`config.mk`:
```
export PLATFORM = sky130hd
export DESIGN_NAME = usb_vec_bridge_flat
export DESIGN_NICKNAME = d
export VERILOG_FILES = /design/src/rtl/usb_vec_bridge_if.sv /design/src/rtl/usb_vec_bridge.sv /design/src/flat_wrapper.sv
export SDC_FILE = /design/constraint.sdc
export NUM_CORES = 1
export LEC_CHECK = 0
export BUFFER_PORTS_ARGS = -buffer_cell sky130_fd_sc_hd__buf_2
export CORE_MARGIN = 3
export CORE_UTILIZATION = 44
export DETAILED_ROUTE_END_ITERATION = 16
export PLACE_DENSITY = 0.68
export SETUP_SLACK_MARGIN = 0.3
export SYNTH_ARGS = -nofsm -noshare
export SYNTH_HDL_FRONTEND = slang
export SYNTH_SLANG_ARGS = --single-unit
```
`constraint.sdc`:
```
create_clock -name clk_48mhz -period 2 [get_ports clk_48mhz]
set_input_delay 0.1 -clock clk_48mhz [delete_from_list [all_inputs] [get_ports clk_48mhz]]
set_output_delay 0.1 -clock clk_48mhz [all_outputs]
set_load 0.05 [all_outputs]
```
`src/rtl/usb_vec_bridge_if.sv`:
```
// Byte-pipe bundle between usb_uart and usb_vec_bridge: host->FPGA (uart_out_*) and
// FPGA->host (uart_in_*) valid/ready streams.
interface usb_vec_bridge_if;
  logic [7:0] uart_out_data;
  logic       uart_out_valid;
  logic       uart_out_ready;
  logic [7:0] uart_in_data;
  logic       uart_in_valid;
  logic       uart_in_ready;

  // Host / usb_uart side
  modport master (
    output uart_out_data,
    output uart_out_valid,
    input  uart_out_ready,
    input  uart_in_data,
    input  uart_in_valid,
    output uart_in_ready
  );

  // Bridge side
  modport slave (
    input  uart_out_data,
    input  uart_out_valid,
    output uart_out_ready,
    output uart_in_data,
    output uart_in_valid,
    input  uart_in_ready
  );
endinterface

```
`src/rtl/usb_vec_bridge.sv`:
```
// Bridges usb_uart byte pipes to wide bit vectors: RX bit-writes into a shadow committed to vec_out,
// TX streams a vec_in snapshot as ASCII. `define USB_VEC_BRIDGE_HEX_EN selects hex TX encoding.
module usb_vec_bridge #(
  parameter int unsigned IN_W     = 64,
  parameter int unsigned OUT_W    = 64,
  parameter bit          FREE_RUN = 1'b1
) (
  input  logic                 clk_48mhz,
  input  logic                 reset,
  usb_vec_bridge_if.slave      uart,
  output logic [IN_W-1:0]      vec_out,
  output logic                 vec_out_strobe,
  input  logic [OUT_W-1:0]     vec_in,
  input  logic                 tx_req,
  output logic                 tx_busy,
  output logic                 bad_idx
);

`ifdef USB_VEC_BRIDGE_HEX_EN
  localparam int unsigned NChars = (OUT_W + 3) / 4;
  localparam int unsigned PadW   = NChars * 4;
`else
  localparam int unsigned NChars = OUT_W;
`endif
  localparam int unsigned    CurW    = $clog2(NChars + 1);
  localparam logic [CurW-1:0] LastCur = CurW'(NChars);
  localparam logic [7:0]     InWLim  = 8'(IN_W);
  localparam logic [IN_W-1:0] OneIn  = IN_W'(1);
  localparam logic [7:0]     ChEnd   = 8'h2A;

  typedef enum logic [1:0] {StIdle, StSnap, StBits, StEnd} tx_state_e;

  // ---------------------------------------------------------------- RX path
  logic              rdy_q, rdy_d;
  logic [IN_W-1:0]   shadow_q, shadow_d;
  logic [IN_W-1:0]   vec_out_q, vec_out_d;
  logic              strobe_q, strobe_d;
  logic              bad_q, bad_d;
  logic              rx_fire;
  logic              rx_req;
  logic [6:0]        rx_idx;

  assign rx_fire = uart.uart_out_valid & rdy_q;
  assign rx_idx  = uart.uart_out_data[7:1];

  always_comb begin
    rdy_d     = 1'b1;
    shadow_d  = shadow_q;
    vec_out_d = vec_out_q;
    strobe_d  = 1'b0;
    bad_d     = bad_q;
    rx_req    = 1'b0;
    if (rx_fire) begin
      case (uart.uart_out_data)
        8'hFF: begin
          vec_out_d = shadow_q;
          strobe_d  = 1'b1;
        end
        8'hFE: begin
          shadow_d = '0;
          bad_d    = 1'b0;
        end
        8'hFD: rx_req = 1'b1;
        default: begin
          if ({1'b0, rx_idx} < InWLim) begin
            shadow_d = (shadow_q & ~(OneIn << rx_idx))
                     | (IN_W'(uart.uart_out_data[0]) << rx_idx);
          end else begin
            bad_d = 1'b1;
          end
        end
      endcase
    end
  end

  // ---------------------------------------------------------------- TX path
  tx_state_e         state_q, state_d;
  logic [OUT_W-1:0]  snap_q, snap_d;
  logic [CurW-1:0]   cursor_q, cursor_d;
  logic [7:0]        data_q, data_d;
  logic              valid_q, valid_d;
  logic              pending_q, pending_d;
  logic              tx_fire;
  logic [7:0]        cur_char;

`ifdef USB_VEC_BRIDGE_HEX_EN
  logic [PadW-1:0]   padded;
  logic [PadW-1:0]   shifted;
  logic [CurW+1:0]   shamt;
  logic [3:0]        nib;

  // Cursor counts chars sent; nibbles go out MSB first.
  always_comb begin
    padded   = PadW'(snap_q);
    shamt    = {LastCur - CurW'(1) - cursor_q, 2'b00};
    shifted  = padded >> shamt;
    nib      = shifted[3:0];
    cur_char = (nib < 4'd10) ? (8'h30 + {4'h0, nib}) : (8'h37 + {4'h0, nib});
  end
`else
  logic [OUT_W-1:0]  bits_sh;

  always_comb begin
    bits_sh  = snap_q >> cursor_q;
    cur_char = {7'b0011000, bits_sh[0]};
  end
`endif

  assign tx_fire = valid_q & uart.uart_in_ready;

  always_comb begin
    state_d   = state_q;
    snap_d    = snap_q;
    cursor_d  = cursor_q;
    data_d    = data_q;
    valid_d   = valid_q;
    pending_d = pending_q | rx_req | tx_req;
    unique case (state_q)
      StIdle: begin
        if (FREE_RUN || pending_q || tx_req) begin
          // Any request seen in this cycle is consumed by the frame being started.
          state_d   = StSnap;
          pending_d = 1'b0;
        end
      end
      StSnap: begin
        snap_d    = vec_in;
        cursor_d  = '0;
        pending_d = rx_req | tx_req;
        state_d   = StBits;
      end
      StBits: begin
        // !valid_q only on the first BITS cycle: preload char 0.
        if (!valid_q || tx_fire) begin
          valid_d = 1'b1;
          if (cursor_q == LastCur) begin
            data_d  = ChEnd;
            state_d = StEnd;
          end else begin
            data_d   = cur_char;
            cursor_d = cursor_q + CurW'(1);
          end
        end
      end
      StEnd: begin
        if (tx_fire) begin
          valid_d = 1'b0;
          state_d = FREE_RUN ? StSnap : StIdle;
        end
      end
    endcase
  end

  always_ff @(posedge clk_48mhz) begin
    if (reset) begin
      rdy_q     <= 1'b0;
      shadow_q  <= '0;
      vec_out_q <= '0;
      strobe_q  <= 1'b0;
      bad_q     <= 1'b0;
      state_q   <= StIdle;
      snap_q    <= '0;
      cursor_q  <= '0;
      data_q    <= '0;
      valid_q   <= 1'b0;
      pending_q <= 1'b0;
    end else begin
      rdy_q     <= rdy_d;
      shadow_q  <= shadow_d;
      vec_out_q <= vec_out_d;
      strobe_q  <= strobe_d;
      bad_q     <= bad_d;
      state_q   <= state_d;
      snap_q    <= snap_d;
      cursor_q  <= cursor_d;
      data_q    <= data_d;
      valid_q   <= valid_d;
      pending_q <= pending_d;
    end
  end

  assign uart.uart_out_ready = rdy_q;
  assign uart.uart_in_data   = data_q;
  assign uart.uart_in_valid  = valid_q;
  assign vec_out             = vec_out_q;
  assign vec_out_strobe      = strobe_q;
  assign bad_idx             = bad_q;
  assign tx_busy             = (state_q != StIdle);

endmodule
```
`src/flat_wrapper.sv`:
```
// flat-port wrapper written by rule: the top's interface ports become plain ports
module usb_vec_bridge_flat 
#(
  parameter int unsigned IN_W     = 64,
  parameter int unsigned OUT_W    = 64,
  parameter bit          FREE_RUN = 1'b1
)
  (clk_48mhz, reset, vec_out, vec_out_strobe, vec_in, tx_req, tx_busy, bad_idx, uart_uart_out_data, uart_uart_out_valid, uart_uart_out_ready, uart_uart_in_data, uart_uart_in_valid, uart_uart_in_ready);
  usb_vec_bridge_if uart_i ();
  input  logic clk_48mhz;
  input  logic reset;
  output logic [IN_W-1:0] vec_out;
  output logic vec_out_strobe;
  input  logic [OUT_W-1:0] vec_in;
  input  logic tx_req;
  output logic tx_busy;
  output logic bad_idx;
  input wire logic [$bits(uart_i.uart_out_data)-1:0] uart_uart_out_data;
  input wire logic [$bits(uart_i.uart_out_valid)-1:0] uart_uart_out_valid;
  output wire logic [$bits(uart_i.uart_out_ready)-1:0] uart_uart_out_ready;
  output wire logic [$bits(uart_i.uart_in_data)-1:0] uart_uart_in_data;
  output wire logic [$bits(uart_i.uart_in_valid)-1:0] uart_uart_in_valid;
  input wire logic [$bits(uart_i.uart_in_ready)-1:0] uart_uart_in_ready;
  assign uart_i.uart_out_data = uart_uart_out_data;
  assign uart_i.uart_out_valid = uart_uart_out_valid;
  assign uart_uart_out_ready = uart_i.uart_out_ready;
  assign uart_uart_in_data = uart_i.uart_in_data;
  assign uart_uart_in_valid = uart_i.uart_in_valid;
  assign uart_i.uart_in_ready = uart_uart_in_ready;
  usb_vec_bridge #(.IN_W(IN_W), .OUT_W(OUT_W), .FREE_RUN(FREE_RUN)) u_core (.clk_48mhz(clk_48mhz), .reset(reset), .uart(uart_i), .vec_out(vec_out), .vec_out_strobe(vec_out_strobe), .vec_in(vec_in), .tx_req(tx_req), .tx_busy(tx_busy), .bad_idx(bad_idx));
endmodule
```
=== Word level (Yosys, flattened, before mapping) ===
Cells that the tools add are included.

* Register bits after elaboration: 213
* Bits of input ports: 77
* Output and inout port bits: 77

* Add/subtract/negate cells: 1
* $lt $le $gt $ge: 1
* Equal/unequal tests: 12
* Shift operators: 3
* Muxes and demuxes: 17
* Bitwise gates (word level): 7
* Reduce and logical (&&, ||, !) cells: 16

{| class="wikitable"
|+ Operators by type and width
! kind !! count
|-
| $pmux 64 s2 || 1
|-
| $and 64x64->64 || 1
|-
| $mux 64 || 1
|-
| $not 64->64 || 1
|-
| $or 64x64->64 || 1
|-
| $shl 1x7->64 || 1
|-
| $shl 1x7->64 const A || 1
|-
| $shr 64x7->1 || 1
|-
| $eq 8x8->1 const B || 3
|-
| $reduce_and 3->1 || 5
|-
| $mux 7 || 2
|-
| $pmux 7 s2 || 1
|-
| $pmux 2 s4 || 1
|-
| $reduce_bool 2->1 || 4
|-
| $add 7x1->7 const B || 1
|-
| $eq 7x7->1 const B || 1
|-
| $lt 7x7->1 const B || 1
|-
| $mux 2 || 3
|-
| $ne 2x1->1 const B || 3
|-
| $mux 1 || 5
|-
| $mux 5 || 1
|-
| $eq 2x2->1 const B || 2
|-
| $ne 2x2->1 const B || 2
|-
| $pmux 1 s2 || 2
|-
| other kinds (8) || 12
|}

=== Depth between registers and ports, before layout ===
* Word-level depth: 6
* Mapped depth: 9

=== Worst setup path before layout ===
No wires, ideal clock.

* Path kind: reg-to-reg
* Start point: reg u_core.rdy_q (netlist: u_core.uart.uart_out_ready)
* End point: reg u_core.vec_out_q[10] (netlist: u_core.vec_out[10])
* Arrival time: 1.777 ns
* Required time: 1.868 ns
* Setup slack: 0.091 ns
* Cell stages (with the launch flop): 7
* Buffers on the path: 2
* Period minus slack after synthesis: 1.909 ns
* Cell sequence: dfxtp_1 nand3_1 or3_1 clkbuf_1 clkbuf_1 nand2_1 a21oi_1

* Cells in the longest elaborated chain, start to end: 2

{| class="wikitable"
|+ RTL lines
! what !! RTL line !! RTL
|-
| from (decl) || usb_vec_bridge.sv:34 || <nowiki>logic rdy_q, rdy_d;</nowiki>
|-
| from (signal assigned) || usb_vec_bridge.sv:168 || <nowiki>rdy_q <= rdy_d;</nowiki>
|-
| $and 1x1->1 || usb_vec_bridge.sv:43 || <nowiki>assign rx_fire = uart.uart_out_valid & rdy_q;</nowiki>
|-
| $reduce_and 2->1 (no source line) || -- ||
|-
| to (signal assigned) || usb_vec_bridge.sv:170 || <nowiki>vec_out_q <= vec_out_d;</nowiki>
|-
| to (decl) || usb_vec_bridge.sv:36 || <nowiki>logic [IN_W-1:0] vec_out_q, vec_out_d;</nowiki>
|}

Every way passes these cells.
A chain may end at the register's enable or synchronous reset.

=== Final worst setup path ===
* Start point: reg u_core.cursor_q[1]
* End point: reg u_core.data_q[0] (netlist: u_core.uart.uart_in_data[0])

* Cells in the longest elaborated chain, start to end: 2

{| class="wikitable"
|+ RTL lines
! what !! RTL line !! RTL
|-
| from (decl) || usb_vec_bridge.sv:79 || <nowiki>logic [CurW-1:0] cursor_q, cursor_d;</nowiki>
|-
| from (signal assigned) || usb_vec_bridge.sv:175 || <nowiki>cursor_q <= cursor_d;</nowiki>
|-
| $shr 64x7->1 or $eq 7x7->1 (tied branches) || usb_vec_bridge.sv:104, usb_vec_bridge.sv:136 ||
|-
| $mux 5 (*) || usb_vec_bridge.sv:136 || <nowiki>if (cursor_q == LastCur) begin</nowiki>
|-
| to (signal assigned) || usb_vec_bridge.sv:176 || <nowiki>data_q <= data_d;</nowiki>
|-
| to (decl) || usb_vec_bridge.sv:80 || <nowiki>logic [7:0] data_q, data_d;</nowiki>
|}

Mark *: on every way between the ends. The rest lies on a longest branch, timed or not.

==> metrics list <==
- Min-delay src: uart_uart_out_data[3]
- Class of the tightest hold or removal check: in -> reg
- In this run the register-to-register setup slack is about 0.22 ns.
- The final number of hold-violating endpoints came to 0.
- In the final timing run, aggregate negative setup slack is 0 ns.
- Placed wire-length estimate after detailed placement: 14.4 mm
- After detailed routing, the number of remaining DRC violations is 0.
- The number of placed instances, taps included, is ~1400.
- Number of sinks driven by the clock tree: 209
- Of the post-synthesis cell area, the dominant cell type holds 0.478.
- Compared with the post-synthesis result, the final layout area differs by 30.8%.
- The completed layout was analyzed and its total power is 11.0 mW.
* Transition at the pin with the smallest max-transition slack: 0.550 ns
* Last weighted congestion value of the routability-driven placer: 0.804
* Path depth of the worst reg2reg path: 4
* Final #Nets: 1304
- STA classifies the critical path startpoint as a register.
- Detailed-route wire length per cell: 15.5 um
* Maximum Capacitance Violations: 0
* Peak Freq: 562 MHz
* Post-detailed-route via-to-cell ratio: 5.16
- Worst Setup Slack, final: roughly 0.22 ns
- The mapped netlist covers 8750 um^2.
- Antenna-violating nets left: 0
- Data arrives at the worst endpoint at 2.16 ns.
- Utilization after layout: 0.598
- The clock reaches the later pin of the worst-skew pair after 0.50 ns.
- The cell sitting at the root of the clock tree is a sky130_fd_sc_hd__clkbuf_16.
- Clock tree synthesis inserted a total of 23 buffers.
* EDFF count, synth: 0
* Number of DRC markers after the initial detailed-route iteration: 339
* Total power divided by cell area: 963 nW/um^2
- Vertical extent of the die: around 150 um
- Measured along the x axis, the die boundary spans approximately 150 um.
- Summed over all cells, the static leakage comes to 4.43 nW.
* H-tree depth: 1
* Post-layout instance count excluding filler cells: 1497
- Number of placement rows: 50
- Of all nets on the critical path, the largest fanout is 6.
- Worst setup timing slack at the placement stage: 0.146 ns
- Mean Syn Cell Area: 8.57 um^2
- Across every metal layer, demand over resource in global routing totals 0.208.
* Most instantiated library cell after synthesis: sky130_fd_sc_hd__dfxtp_1
* Share of flip-flops with an asynchronous set or reset after synthesis: 0
- Type of the setup path with the least slack: reg -> reg
* Total of buffers placed on input and output ports: 149
- Post-Synthesis Cells: approximately 1000
- The worst hold path was traced through 4 stages.
- Registers take roughly 4200 um^2.
- Post-place instance area: 9970 um^2
- Ranking of synthesized cells by instance count: sky130_fd_sc_hd__dfxtp_1 (209), sky130_fd_sc_hd__nand2_1 (201), sky130_fd_sc_hd__a21oi_1 (199)
- The startpoint identified for the worst register-to-register timing path is u_core.cursor_q[1].
- Via count of the first global-routing pass: ~7600
- Clock skew: about 0.015 ns
- Setup repair after global routing could not meet its margin everywhere.
- Endpoint of the worst register-to-register path: u_core.uart.uart_in_data[0]
* Number of warnings printed during yosys synthesis: 0
- The tightest hold path in the finished design has a slack of 0.0324 ns.
- In this run the tightest slew margin relative to its limit is 0.633.
- IR analysis of the VDD net gives a maximum drop of 768 uV.
- Post-layout instance area: 11500 um^2
* Flip-flop and latch count after synthesis: 209
- CTS tree: yes
- Core region area: 19100 um^2
* Total iterations of the first detailed-routing run: 4
- In the finished design, the share of the clock period the worst path needs comes to 0.890.
- Endpoint with the worst hold slack: u_core.shadow_q[56]
- Count of unique library cells instantiated by Yosys: 48
- Overflow left after global routing: 0
* Crit path time final: roughly 1.8 ns
* Data required time of the critical path: 2.38 ns
- Among all flip-flop cells after synthesis, the most frequent one is sky130_fd_sc_hd__dfxtp_1.
- The die covers 21600 um^2.
- For this run, the register share of the synthesized area comes to 0.478.
* Critical path capture point type: register
- Top-Level Pins: ~150
- Detailed-route wire length: 23.2 mm
- Setup violations remaining at the end of the flow were counted as 0.
* Layout cell share with drive strength beyond 1: 0.237
- Antenna violations before repair: 1
- The multi-input combinational cells in the finished layout cover a total of 4240 um^2.
* Main area contributors after synthesis: sky130_fd_sc_hd__dfxtp_1 (48%), sky130_fd_sc_hd__a21oi_1 (11%), sky130_fd_sc_hd__nand2_1 (8.6%)
- Entering global routing, the biggest net connects 74 pins.
- Via count: between 7000 and 8000
- Clock-pin slew was measured on the worst setup and hold paths at 0.06 ns.
- The layout has ~1700 filler cells.
- Run status: finished clean
- Summed over all instances, the cell type with the most area after synthesis is sky130_fd_sc_hd__dfxtp_1.
* Number of max-slew violations in the final report: 0
- For this configuration, the core starts out at a cell density of 0.457.
- The first global-routing pass estimated 37.8 mm of wire.
- The clock passes through at most 3 buffers.
[metal layers]
metal  part of all wire  global-route usage
met1               0.44               0.265
met2               0.49               0.362
met3              0.053              0.0447
met4              0.022              0.0489
met5                  0                   0
[registers in the layout (all words and copies together) (netlist names)]
signal and flops:
u_core.bad_idx 1, u_core.cursor_q 7, u_core.shadow_q 64, u_core.snap_q 64, u_core.state_q 2, u_core.uart.uart_in_data 4
u_core.uart.uart_in_valid 1, u_core.uart.uart_out_ready 1, u_core.vec_out 64, u_core.vec_out_strobe 1
[power by group]
| group | switching (mW) | internal, mW |
|---|---|---|
| clock network | 1.66 | 2.47 |
| logic | 1.15 | 1.04 |
| registers | 0.206 | 4.50 |
[kinds of logic (layout without fill, tap and decap cells)]
kind of cell | Yosys count | count (layout) | synth area share
adder cells (fa/ha/maj) | 6 | 6 | 0.00857
buffers and inverters | 105 | 316 | 0.0543
AND/OR/NAND/NOR | 328 | 328 | 0.162
AO/OA/AOI/OAI | 283 | 283 | 0.169
flip-flops | 209 | 209 | 0.478
other | 1 | 6 | 0.000428
multiplexers | 86 | 86 | 0.125
XOR/XNOR | 3 | 3 | 0.00300
[cell type report]
| class | instances | share of cell area |
|---|---|---|
| Clock buffer | 32 | 0.0558 |
| Sequential cell | 209 | 0.366 |
| Multi-Input combinational cell | 709 | 0.370 |
| Clock inverter | 6 | 0.00754 |
| Inverter | 11 | 0.00470 |
| Timing Repair Buffer | 267 | 0.167 |
| Antenna cell | 3 | 0.000655 |
| Tap cell | 260 | 0.0284 |
[worst max path at each step]
stage | cells after the start | slack, ns | end | startpoint
5_1_grt | 8 | 0.12 | u_core.cursor_q[5] | u_core.cursor_q[1]
3_3_place_gp | 6 | 0.16 | u_core.uart.uart_in_data[0] | u_core.cursor_q[1]
4_1_cts | 4 | 0.23 | u_core.uart.uart_in_data[0] | u_core.cursor_q[1]
2_1_floorplan | 5 | 0.24 | u_core.uart.uart_in_data[0] | u_core.cursor_q[1]
6_report | 4 | 0.22 | u_core.uart.uart_in_data[0] | u_core.cursor_q[1]
3_5_place_dp | 6 | 0.15 | u_core.uart.uart_in_data[0] | u_core.cursor_q[1]
[layout by cell type (no fill, tap or decap), types with 3 or more instances in the layout]
master,Yosys,routed
sky130_fd_sc_hd__ha_4,0,3
sky130_fd_sc_hd__nor2_1,80,78
sky130_fd_sc_hd__inv_1,10,8
sky130_fd_sc_hd__dfxtp_2,0,3
sky130_fd_sc_hd__and3b_1,4,4
sky130_fd_sc_hd__buf_2,29,148
sky130_fd_sc_hd__diode_2,0,3
sky130_fd_sc_hd__clkbuf_1,43,6
sky130_fd_sc_hd__buf_4,8,43
sky130_fd_sc_hd__clkbuf_8,0,3
sky130_fd_sc_hd__a21oi_1,199,196
sky130_fd_sc_hd__buf_12,0,8
sky130_fd_sc_hd__a21oi_2,0,3
sky130_fd_sc_hd__nand2_1,201,200
sky130_fd_sc_hd__mux2i_1,69,69
sky130_fd_sc_hd__nor2b_1,11,10
sky130_fd_sc_hd__clkbuf_16,0,23
sky130_fd_sc_hd__buf_6,1,3
sky130_fd_sc_hd__mux4_2,12,16
sky130_fd_sc_hd__nand3_1,5,4
sky130_fd_sc_hd__nor3b_2,2,6
sky130_fd_sc_hd__dlygate4sd3_1,0,65
sky130_fd_sc_hd__xor2_1,3,3
sky130_fd_sc_hd__nor3_2,2,3
sky130_fd_sc_hd__nor4b_2,3,3
sky130_fd_sc_hd__conb_1,1,3
sky130_fd_sc_hd__o21ai_0,69,68
sky130_fd_sc_hd__dfxtp_1,209,204
[repair_timing]
item,CTS,global route
resized for setup,7,19
pin swaps,1,4
endpoints found under the setup margin,43,12
cloned,0,0
hold buffers,65,0
setup buffers,0,1
endpoints found under the hold margin,65,0
[critical path, cell delays in order (launching register included)]
cell and delay, ns:
sky130_fd_sc_hd__dfxtp_4 0.42, sky130_fd_sc_hd__mux4_2 0.52, sky130_fd_sc_hd__mux4_2 0.49, sky130_fd_sc_hd__o211ai_2 0.14
sky130_fd_sc_hd__o32ai_1 0.08
Power figures use the tool's default switching activity.
